`src/rtl/sa2_pkg.sv`:
```
// Shared widths and state encoding for the
// 2x2 systolic-array operand loader.
package sa2_pkg;

  localparam int DW     = 8;
  localparam int N_FILT = 9;
  localparam int N_DATA = 16;
  localparam int N_REG  = N_FILT + N_DATA;
  localparam int AW     = 5;

  typedef enum logic [1:0] {
    LOAD_FILT = 2'd0,
    LOAD_DATA = 2'd1,
    RUN       = 2'd2
  } state_e;

endpackage

```
`src/rtl/sa2_operand_regfile.sv`:
```
// Flat operand store: filter at 0..N_FILT-1,
// data tile above it, one write port.
module sa2_operand_regfile #(
  parameter int DW   = 8,
  parameter int NREG = 25,
  parameter int AW   = 5
) (
  input  logic                      clk_i,
  input  logic                      rst_ni,
  input  logic                      we_i,
  input  logic [AW-1:0]             addr_i,
  input  logic [DW-1:0]             wdata_i,
  output logic [NREG-1:0][DW-1:0]   regs_o
);

  logic [NREG-1:0][DW-1:0] regs_q;

  always_ff @(posedge clk_i or negedge rst_ni) begin
    if (!rst_ni) begin
      regs_q <= '0;
    end else if (we_i && (int'(addr_i) < NREG)) begin
      regs_q[addr_i] <= wdata_i;
    end
  end

  assign regs_o = regs_q;

endmodule

```
`src/rtl/sa2_operand_loader.sv`:
```
// Byte-stream unpacker feeding the 2x2 conv array:
// filter + 4x4 tile load, then hold until done_sa2.
module sa2_operand_loader #(
  parameter int DW     = sa2_pkg::DW,
  parameter int N_FILT = sa2_pkg::N_FILT,
  parameter int N_DATA = sa2_pkg::N_DATA
) (
  input  logic          clk,
  input  logic          rst,
  input  logic          in_valid,
  output logic          in_ready,
  input  logic [DW-1:0] in_data,
  input  logic          keep_filter,
  output logic [DW-1:0] a11, a12, a13, a14,
  output logic [DW-1:0] a21, a22, a23, a24,
  output logic [DW-1:0] a31, a32, a33, a34,
  output logic [DW-1:0] a41, a42, a43, a44,
  output logic [DW-1:0] b11, b12, b13,
  output logic [DW-1:0] b21, b22, b23,
  output logic [DW-1:0] b31, b32, b33,
  output logic          active_sa2,
  input  logic          done_sa2,
  output logic          frame_done,
  output logic          filt_loaded
);

  import sa2_pkg::*;

  localparam int NR = N_FILT + N_DATA;

  state_e          state_q;
  logic [AW-1:0]   idx_q;
  logic            active_q;
  logic            fdone_q;
  logic            floaded_q;
  logic            accept;
  logic [AW-1:0]   waddr;
  logic [NR-1:0][DW-1:0] regs;

  assign in_ready = (state_q != RUN);
  assign accept   = in_valid & in_ready;
  assign waddr    = (state_q == LOAD_DATA) ?
                    idx_q + AW'(N_FILT) : idx_q;

  always_ff @(posedge clk or negedge rst) begin
    if (!rst) begin
      state_q   <= LOAD_FILT;
      idx_q     <= '0;
      active_q  <= 1'b0;
      fdone_q   <= 1'b0;
      floaded_q <= 1'b0;
    end else begin
      fdone_q <= 1'b0;
      unique case (state_q)
        LOAD_FILT: if (accept) begin
          if (idx_q == AW'(N_FILT - 1)) begin
            state_q   <= LOAD_DATA;
            idx_q     <= '0;
            floaded_q <= 1'b1;
          end else begin
            idx_q <= idx_q + 1'b1;
          end
        end
        LOAD_DATA: if (accept) begin
          if (idx_q == AW'(N_DATA - 1)) begin
            state_q  <= RUN;
            idx_q    <= '0;
            active_q <= 1'b1;
          end else begin
            idx_q <= idx_q + 1'b1;
          end
        end
        RUN: if (done_sa2) begin
          // keep_filter only matters if a filter was ever loaded
          state_q  <= (keep_filter && floaded_q) ?
                      LOAD_DATA : LOAD_FILT;
          active_q <= 1'b0;
          fdone_q  <= 1'b1;
        end
        default: begin
          state_q  <= LOAD_FILT;
          idx_q    <= '0;
          active_q <= 1'b0;
        end
      endcase
    end
  end

  sa2_operand_regfile #(
    .DW   (DW),
    .NREG (NR),
    .AW   (AW)
  ) u_regfile (
    .clk_i   (clk),
    .rst_ni  (rst),
    .we_i    (accept),
    .addr_i  (waddr),
    .wdata_i (in_data),
    .regs_o  (regs)
  );

  assign active_sa2  = active_q;
  assign frame_done  = fdone_q;
  assign filt_loaded = floaded_q;

  assign b11 = regs[0];
  assign b12 = regs[1];
  assign b13 = regs[2];
  assign b21 = regs[3];
  assign b22 = regs[4];
  assign b23 = regs[5];
  assign b31 = regs[6];
  assign b32 = regs[7];
  assign b33 = regs[8];

  assign a11 = regs[N_FILT + 0];
  assign a12 = regs[N_FILT + 1];
  assign a13 = regs[N_FILT + 2];
  assign a14 = regs[N_FILT + 3];
  assign a21 = regs[N_FILT + 4];
  assign a22 = regs[N_FILT + 5];
  assign a23 = regs[N_FILT + 6];
  assign a24 = regs[N_FILT + 7];
  assign a31 = regs[N_FILT + 8];
  assign a32 = regs[N_FILT + 9];
  assign a33 = regs[N_FILT + 10];
  assign a34 = regs[N_FILT + 11];
  assign a41 = regs[N_FILT + 12];
  assign a42 = regs[N_FILT + 13];
  assign a43 = regs[N_FILT + 14];
  assign a44 = regs[N_FILT + 15];

endmodule

```
`config.mk`:
```
export PLATFORM = sky130hd
export DESIGN_NAME = sa2_operand_loader
export DESIGN_NICKNAME = d
export VERILOG_FILES = /design/src/rtl/sa2_pkg.sv /design/src/rtl/sa2_operand_regfile.sv /design/src/rtl/sa2_operand_loader.sv
export SDC_FILE = /design/constraint.sdc
export NUM_CORES = 1
export LEC_CHECK = 0
export CAP_MARGIN = 5
export CORE_MARGIN = 2
export CORE_UTILIZATION = 44
export DETAILED_ROUTE_END_ITERATION = 10
export PLACE_DENSITY = 0.76
export SYNTH_ARGS = -nofsm -noshare
export SYNTH_HDL_FRONTEND = slang
export SYNTH_SLANG_ARGS = --single-unit
```
`constraint.sdc`:
```
create_clock -name clk -period 2.05 [get_ports clk]
set_input_delay 0.41 -clock clk [delete_from_list [all_inputs] [get_ports clk]]
set_output_delay 0.41 -clock clk [all_outputs]
set_load 0.03 [all_outputs]
```
# ---- After elaboration in Yosys (flattened, before gate mapping)
# Cells that the tools add are included.
dict set report op_classes {
  add_sub_neg 2
  order_cmp 3
  n_eq_ne 10
  n_mux 22
  bitwise_logic 3
  n_reduce_logical 8
}
# op n
set ops {}
lappend ops {{$bwmux 200} 1}
lappend ops {{$demux 8 s5} 1}
lappend ops {{$mux 5} 5}
lappend ops {{$pmux 5 s3} 1}
lappend ops {{$eq 5x4->1 const B} 2}
lappend ops {{$mux 2} 5}
lappend ops {{$mux 8} 1}
lappend ops {{$lt 5x6->1 const B} 1}
lappend ops {{$mux 1} 6}
lappend ops {{$ne 2x1->1 const B} 3}
lappend ops {{$ne 2x2->1 const B} 3}
lappend ops {{$pmux 2 s3} 1}
lappend ops {{$reduce_and 3->1} 2}
lappend ops {{$add 5x1->5 const B} 1}
lappend ops {{$add 5x4->5 const B} 1}
lappend ops {{$ge 5x1->1 const B} 1}
lappend ops {{$lt 5x5->1 const B} 1}
lappend ops {{$reduce_and 5->1} 1}
lappend ops {{$reduce_and 4->1} 1}
lappend ops {{$logic_and 1x1->1} 3}
lappend ops {{$pmux 1 s3} 1}
lappend ops {{$eq 2x1->1 const B} 1}
lappend ops {{$eq 2x2->1 const B} 1}
lappend ops {{$logic_not 2->1} 1}
lappend ops {{other kinds (2)} 3}
dict set report word_totals {
  reg_bits 210
  out_inout_bits 204
  wordCells 78
}

# ---- Depth between registers and ports, before layout
# Gate-level depths: netlist (run 1).
dict set report logic_depth {
  word_depth 7
  ltp_mapped 9
  mapped_depth_nobuf 9
}

# ---- Modules after synthesis
# A second synthesis (run 1) with hierarchy kept.
dict set report hier_totals {
  hier_cells 538
  hier_area_um2 8296.7
}
# module instances cells_per_inst area_each_um2
set modules_own_cells {}
lappend modules_own_cells {sa2_operand_regfile 1 461 7642.3}
lappend modules_own_cells {sa2_operand_loader 1 77 654.4}

# ---- Worst setup path after synthesis (run 1)
# OpenSTA, ideal clock, no wires.
dict set report synth_timing {
  path_type {register to register}
  from {register idx_q[0]}
  to {register u_regfile.regs_q, in the netlist u_regfile.regs_o[143]}
  setup_ns 0.125
  t_arrival_ns 2.035
  required_ns 1.925
  setup_slack_ns -0.110
  path_stages_with_launch 9
  path_buffers 1
  period_less_slack_ns 2.160
  cell_sequence {dfrtp_1 -> buf_6 -> inv_1 -> ha_1 -> nor4b_1 -> a31o_2 -> nand3_1 -> nor2_2 -> mux2_2}
}
dict set report synth_between {
  elab_chain_len 7
}
# element line_no
set synth_rtl {}
lappend synth_rtl {{start, declared} sa2_operand_loader.sv:32} ;# logic [AW-1:0] idx_q;
lappend synth_rtl {{start signal, assigned} sa2_operand_loader.sv:61} ;# idx_q <= idx_q + 1'b1;
lappend synth_rtl {{start signal, assigned} sa2_operand_loader.sv:70} ;# idx_q <= idx_q + 1'b1;
lappend synth_rtl {{$add 5x4->5} sa2_operand_loader.sv:43} ;# idx_q + AW'(N_FILT) : idx_q;
lappend synth_rtl {{$mux 5 *} sa2_operand_loader.sv:42} ;# assign waddr = (state_q == LOAD_DATA) ?
lappend synth_rtl {{$lt 5x6->1 (not written as such) or $ge 5x1->1 (tied branches)} sa2_operand_regfile.sv:22} ;# regs_q[addr_i] <= wdata_i;
lappend synth_rtl {{$logic_and 1x1->1 (not written as such)} sa2_operand_regfile.sv:22}
lappend synth_rtl {{$mux 8 (not written as such)} sa2_operand_regfile.sv:22}
lappend synth_rtl {{$demux 8 s5} --}
lappend synth_rtl {{$bwmux 200} sa2_operand_regfile.sv:22}
lappend synth_rtl {{end signal, assigned by index} sa2_operand_regfile.sv:22}
lappend synth_rtl {{end, declared} sa2_operand_regfile.sv:16} ;# logic [NREG-1:0][DW-1:0] regs_q;
# Mark *: on every way between the ends. The rest lies on a longest branch, timed or not.
# A chain may end at the register's enable or synchronous reset.

# ---- Final worst setup path (run 1)
dict set report layout_timing {
  from {register idx_q[1]}
  to {register u_regfile.regs_q, in the netlist u_regfile.regs_o[135]}
}
# The elaborated chain is that of the path after synthesis.

==> summary.md, run 1 <==
| Metric | Value |
|---|---|
| R2R setup slack | `-0.11 ns` |
| Max-slew headroom | `66.8%` |
| Synthesized instance count | `553` |
| Period utilization | `105%` |
| Worst slew pin tran | `approximately 0.50 ns` |
| Final Hold Fails | `0` |
| CTS Buf Count | `22` |
| Kind of critical path | `register to register` |
| Clock latency on the worst-skew pair | `0.50 ns` |
| CTS sink cnt | `210` |
| Nets | `between 800 and 900` |
| Worst EP required | `2.43 ns` |
| Hpwl dp | `15600 um` |
| R2R cell count | `9` |
| Clock Pin Slew Worst Setup and Hold Paths | `0.06 ns` |
| Post-route insts no fill | `1114` |
| WL final | `24600 um` |
| Routed len/inst | `roughly 22 um` |
| Worst Hold Class | `input pin to asynchronous set/reset pin` |
| Sw frac | `about two fifths` |
| Power Internal | `0.0145 W` |
| Synth area leader | `dfrtp_1` |
| Post-synth EDFFs | `0` |
| Remaining antenna violation count | `0` |
| CP Launch Point | `idx_q[1]` |
| Most used flip-flop cell after synthesis | `dfrtp_1` |
| Post-synth top area share | `62.0%` |
| Count of cell types in the netlist | `50` |
| CTS max path bufs | `3` |
| Initial Utilization | `45.0%` |
| Mean Syn Cell Area | `15.3 um2` |
| Via/cell ratio | `between 5 and 6` |
| Seq/Total Area, Yosys | `between 60 and 70%` |
| Largest net degree at the start of global routing | `between 50 and 60` |
| Maximum fanout along the worst path | `8` |
| Syn_nets | `between 500 and 600` |
| Drt first pass iters | `4` |
| Fraction of registers with async set/reset | `100%` |
| Vias in the first global route | `6348` |
| Core footprint | `between 0.015 and 0.02 mm2` |
| CP max stage cell | `dfrtp_2` |
| Final Max Tran Viols | `0` |
| Yosys reg bits | `210` |
| RR Startpoint | `idx_q[1]` |
| Die span in y | `143 um` |
| Total Die Area | `0.0204 mm2` |
| CP startpoint kind | `register` |
| Crit. End Element | `register` |
| Root Driver | `clkbuf_16` |
| Remaining DRCs | `0` |
| Mapped cell area | `about 0.0085 mm2` |
| CP cell instances | `inv_2, ha_4, and4bb_2, a31o_4, nand3_4, buf_6, nor2_4, buf_12, mux2_4` |
| Worst path max stage delay | `0.45 ns` |
| Outcome | `finished, violations left` |
| Finish-stage setup viols | `roughly 180` |
| Fin crit period | `2.16 ns` |
| Failing checks | `negative setup slack` |
| VDD IR-drop max | `0.000976 V` |
| DRT iter0 DRCs | `267` |
| GP Congestion | `0.791` |
| Syn. warnings | `0` |
| Cell Rows | `50` |
| P_sw | `between 0.009 and 0.01 W` |
| ANT cells | `0` |
| Synthesis-to-finish area growth | `56.0%` |
| Share of cells above drive strength 1 | `43.8%` |
| Via count | `5837` |
| Core Util, Final | `70.2%` |
| RSZ-0062 raised after global routing | `yes` |
| GRT Total Usage | `24.1%` |
| DIE WIDTH | `143 um` |
| Clock power frac | `17.5%` |
| Grt total ovfl | `0` |
| First-pass GRT wire length | `approximately 38000 um` |
| Critical R2R Capture | `u_regfile.regs_o[135]` |
| Gate power share | `52.3%` |
| Sequential share of power | `between 30% and 40%` |
| Pwr/cell area | `1790 mW/mm2` |
| Worst Setup Slack, final | `-0.105 ns` |
| Setup TNS | `-10.24 ns` |
| Inst Count DP | `1055` |
| CP arrival | `around 2.5 ns` |
| CTS tree | `yes` |
| Max Cap Viol | `0` |
| F_max | `0.464 GHz` |
| Top cells by area, synth | `dfrtp_1 62%, mux2_2 26%, nor2_2 1.3%` |
| Leakage power figure | `5.81 nW` |
| Top-Level Pins | `217` |
| Count of input and output buffers | `216` |
| Clk_skew | `roughly 0.0085 ns` |
| CTS H-tree lvls | `1` |
| Initial antenna violation count | `0` |
## metal layers
metal | part of all wire (%) | wire (um) | global-route usage [%] | vias up
met5 | 0 | 0 | 0 | -
met4 | 1.5 | 378 | 6.10 | 0
met3 | 7.3 | 1800 | 7.28 | 27
met2 | 50 | 12300 | 41.5 | 197
met1 | 41 | 10100 | 29.6 | 3089
li1 | - | - | - | 2524
## cell usage after synthesis (2+ instances only)
master,number
ha_1,4
buf_2,5
o211ai_4,2
o21ai_0,7
clkbuf_1,19
a21oi_1,2
nor2_1,3
nand3b_1,3
nor4bb_1,2
buf_6,2
inv_1,6
o21a_1,2
nand2_1,8
nand3_1,10
mux2_2,195
mux2_1,6
a31o_2,4
nand3_2,2
or2_1,5
dfrtp_1,210
nor3_2,2
a211o_1,2
o21ai_1,2
buf_4,5
nand2b_1,2
nor2_4,2
nor2_2,18
## critical path: cells and delay by family, from the launching register on
| kind | cells | cell delay (ns) |
|---|---|---|
| compound gates | 1 | 0.12 |
| fa+ha+maj | 1 | 0.21 |
| simple gates | 3 | 0.50 |
| flops | 1 | 0.45 |
| mux | 1 | 0.31 |
| buf+inv | 3 | 0.42 |
## area by class of cell
class / instances / area [um2]
inverter: 6 / 25.0
sequential: 210 / 5260
fill: 1226 / 5610
tap: 260 / 325
multi-input combinational: 306 / 3690
clock inverter: 3 / 42.5
clock buffer: 37 / 738
timing repair buffer: 292 / 3130
## cells by family after synthesis
| group | Yosys count | share of synthesized area [%] |
|---|---|---|
| flops | 210 | 62.0 |
| xor+xnor | 1 | 0.103 |
| buf+inv | 37 | 2.11 |
| simple gates | 71 | 5.69 |
| fa+ha+maj | 4 | 0.591 |
| compound gates | 29 | 2.78 |
| mux | 201 | 26.7 |
## cell usage in the layout, fill, tap and decap left out, types with 3 or more instances in the layout
master and count:
clkdlybuf4s50_1 213, dfrtp_1 206, mux2_2 99, mux2_4 99, buf_4 33, buf_12 27
clkbuf_16 23, nor2_4 20, buf_6 14, clkbuf_8 12, nand2_1 8, o21ai_0 7
inv_1 4, nand3_1 4, nand3_2 4, nand3_4 4, or2_4 4, dfrtp_2 4
mux2_1 3, nand3b_1 3, nor2_1 3, clkbuf_1 3
## sequential cells by signal, indices dropped and copies added, names as in the netlist
signal / cells
u_regfile.regs_o: 200
idx_q: 5
state_q: 2
active_sa2: 1
filt_loaded: 1
frame_done: 1
## worst max path at each step
| stage | depth (start not counted) | endpoint |
|---|---|---|
| final | 9 | u_regfile.regs_o[135] |
| after global routing | 8 | u_regfile.regs_o[110] |
| after CTS | 8 | u_regfile.regs_o[113] |
| after detailed placement | 5 | u_regfile.regs_o[25] |
| after global placement | 5 | u_regfile.regs_o[25] |
| after floorplan | 8 | u_regfile.regs_o[176] |
## repair_timing
action                     4_1_cts  5_1_grt
setup endpoints to repair      201      202
pin swaps                       22       16
hold buffers                     1        0
gates cloned                     0        0
gates resized for setup        101       55
buffers inserted                16        5
hold endpoints to repair        49        0
## power by group through the flow
stage,logic (W),clock network (W),registers [W]
floorplan,0.00292,0,0.0103
global placement,0.0110,0,0.00696
detailed placement,0.0112,0,0.00707
CTS,0.0120,0.00421,0.00710
global route,0.0129,0.00439,0.00734
finish,0.0124,0.00414,0.00714
## stage by stage
stage	setup slack, ns	area, um2	total power [W]	hold slack [ns]
after CTS	-0.0723	13000	0.0234	0.468
after floorplan	-0.0534	8590	0.0132	0.114
after global routing	-0.189	13200	0.0247	0.487
after global placement	-0.204	11600	0.0180	0.415
final	-0.105	13200	0.0237	0.458
after detailed placement	-0.250	11600	0.0183	0.421
No activity file was read; power rests on OpenSTA's default activity.
==> run 2: changes to the inputs <==
CORE_UTILIZATION = 30   (was 44)
PLACE_DENSITY = default   (was 0.76)
==> run 2 against run 1 <==
The flow still finishes with violations (negative setup slack). Global-route usage decreased by 8.0 points. Sequential power decreased by 0.7%. Largest cell class unchanged. Via count decreased by 2.4%. Setup slack improved by 0.055 ns. Clock skew increased by 0.010 ns. Utilization decreased by 21 points. Flip-flop and latch count unchanged. Fmax increased by 2.6%.
==> summary.md, run 2 (synthesis gave the netlist of run 1 again) <==
| Metric | Value |
|---|---|
| Outcome | `finished, violations left` |
| Failing checks | `negative setup slack` |
| Largest register FFs | `200` |
| Worst Hold Class | `input pin to asynchronous set/reset pin` |
| Clock latency on the worst-skew pair | `about 0.53 ns` |
| F_max | `0.476 GHz` |
| DR WL met2 | `11200 um` |
| CTS max path bufs | `3` |
| Initial Utilization | `30.5%` |
| Max Cap Viol | `0` |
| Hpwl dp | `15700 um` |
| Total Die Area | `0.0296 mm2` |
| Finish-stage setup viols | `33` |
| Nets | `855` |
| CP startpoint kind | `register` |
| Kind of critical path | `register to register` |
| GRT Total Usage | `16.1%` |
| Largest net degree at the start of global routing | `57` |
| Core Util, Final | `about 49%` |
| Top Layer Used | `met4` |
| Die span in y | `172 um` |
| Final Max Tran Viols | `0` |
| Routed met3 length | `about 1800 um` |
| Setup TNS | `-0.686 ns` |
| Core footprint | `~0.028 mm2` |
| Period utilization | `102%` |
| CTS sink cnt | `between 200 and 250` |
| Leading cell type in the layout, fill and taps excluded | `dfrtp_1` |
| GP Congestion | `about 0.78` |
| Via count | `5695` |
| Share of cells above drive strength 1 | `44.2%` |
| VDD IR-drop max | `between 0.0009 and 0.001 V` |
| Max-slew headroom | `64.6%` |
| Commonest cells after routing, fill and taps aside | `206 x dfrtp_1, 204 x clkdlybuf4s50_1, 140 x mux2_4` |
| First-pass GRT wire length | `36700 um` |
| Inst Count DP | `1179` |
| Worst slew pin tran | `~0.53 ns` |
| Clk_skew | `0.0186 ns` |
| Maximum fanout along the worst path | `5` |
| Count of input and output buffers | `between 200 and 250` |
| CP arrival | `2.50 ns` |
| Remaining antenna violation count | `0` |
| Post-route insts no fill | `1235` |
| Via/cell ratio | `4.61` |
| CTS H-tree lvls | `1` |
| Remaining DRCs | `0` |
| Top-Level Pins | `approximately 220` |
| Initial antenna violation count | `0` |
| Clock Pin Slew Worst Setup and Hold Paths | `0.06 ns` |
| Worst Setup Slack, final | `-0.0504 ns` |
| Final Hold Fails | `0` |
| Vias in the first global route | `6017` |
| DRT iter0 DRCs | `285` |
| CTS Buf Count | `25` |
| Grt total ovfl | `0` |
| Fin crit period | `around 2.1 ns` |
| Drt first pass iters | `6` |
| CTS tree | `yes` |
| Cell Rows | `61` |
| Pwr/cell area | `1770 mW/mm2` |
| ANT cells | `0` |
| Routed len/inst | `19.7 um` |
| Met1 wire length | `between 10000 and 15000 um` |
| WL final | `approximately 24000 um` |
| Synthesis-to-finish area growth | `60.3%` |
| DIE WIDTH | `172 um` |
| RSZ-0062 raised after global routing | `yes` |
| Crit. End Element | `register` |
| Leakage power figure | `~6.1 nW` |
| Worst EP required | `2.45 ns` |
| Root Driver | `clkbuf_16` |
[run 2: power by group]
part / switching (W) / internal (W) / total, W
registers: 0.00115 / 0.00594 / 0.00709
logic: 0.00635 / 0.00617 / 0.0125
clock network: 0.00177 / 0.00264 / 0.00441
[run 2: metal layers]
layer / GRT usage (%) / vias to the layer above
met4: 3.22 / 0
met3: 4.81 / 27
met1: 21.8 / 2946
li1: - / 2540
met2: 25.6 / 182
met5: 0 / -
[run 2: area by class of cell]
class	count	area [um2]
multi-input combinational	306	3880
tap	378	473
inverter	6	25.0
clock inverter	10	97.6
sequential	210	5260
clock buffer	36	737
timing repair buffer	289	3100
fill	2410	14200
[run 2: timing repair]
| item | in CTS | in global routing |
|---|---|---|
| buffers inserted | 7 | 3 |
| hold endpoints to repair | 48 | 0 |
| gates resized for setup | 81 | 124 |
| pin swaps | 24 | 25 |
| gates cloned | 0 | 0 |
| setup endpoints to repair | 201 | 208 |
| hold buffers | 1 | 0 |
[run 2: worst max-delay path, stage by stage (launching register included)]
cell	delay, ns
dfrtp_2	0.44
inv_2	0.09
ha_4	0.22
and4bb_2	0.30
a31o_4	0.13
nand3_4	0.14
or2_4	0.30
buf_6	0.13
mux2_2	0.26
[run 2: stage by stage]
step / hold WS (ns) / setup slack, ns / area [um2] / total power, W
finish: 0.440 / -0.0504 / 13600 / 0.0240
global route: 0.469 / -0.145 / 13600 / 0.0252
CTS: 0.452 / -0.0630 / 13100 / 0.0235
detailed placement: 0.431 / -0.175 / 11800 / 0.0183
global placement: 0.429 / -0.123 / 11800 / 0.0182
floorplan: 0.114 / -0.0534 / 8590 / 0.0132
[run 2: worst paths after layout]
path                              from               endpoint  slack (ns)  cells after the start
min in group clk           keep_filter             state_q[0]        0.50                      3
setup reg to reg              idx_q[1]  u_regfile.regs_o[195]       -0.05                      8
hold / removal                     rst   u_regfile.regs_o[28]        0.44                      2
max in group asynchronous          rst  u_regfile.regs_o[170]        0.96                      3
setup / recovery              idx_q[1]  u_regfile.regs_o[195]       -0.05                      8
hold reg to reg            filt_loaded            filt_loaded        0.51                      2
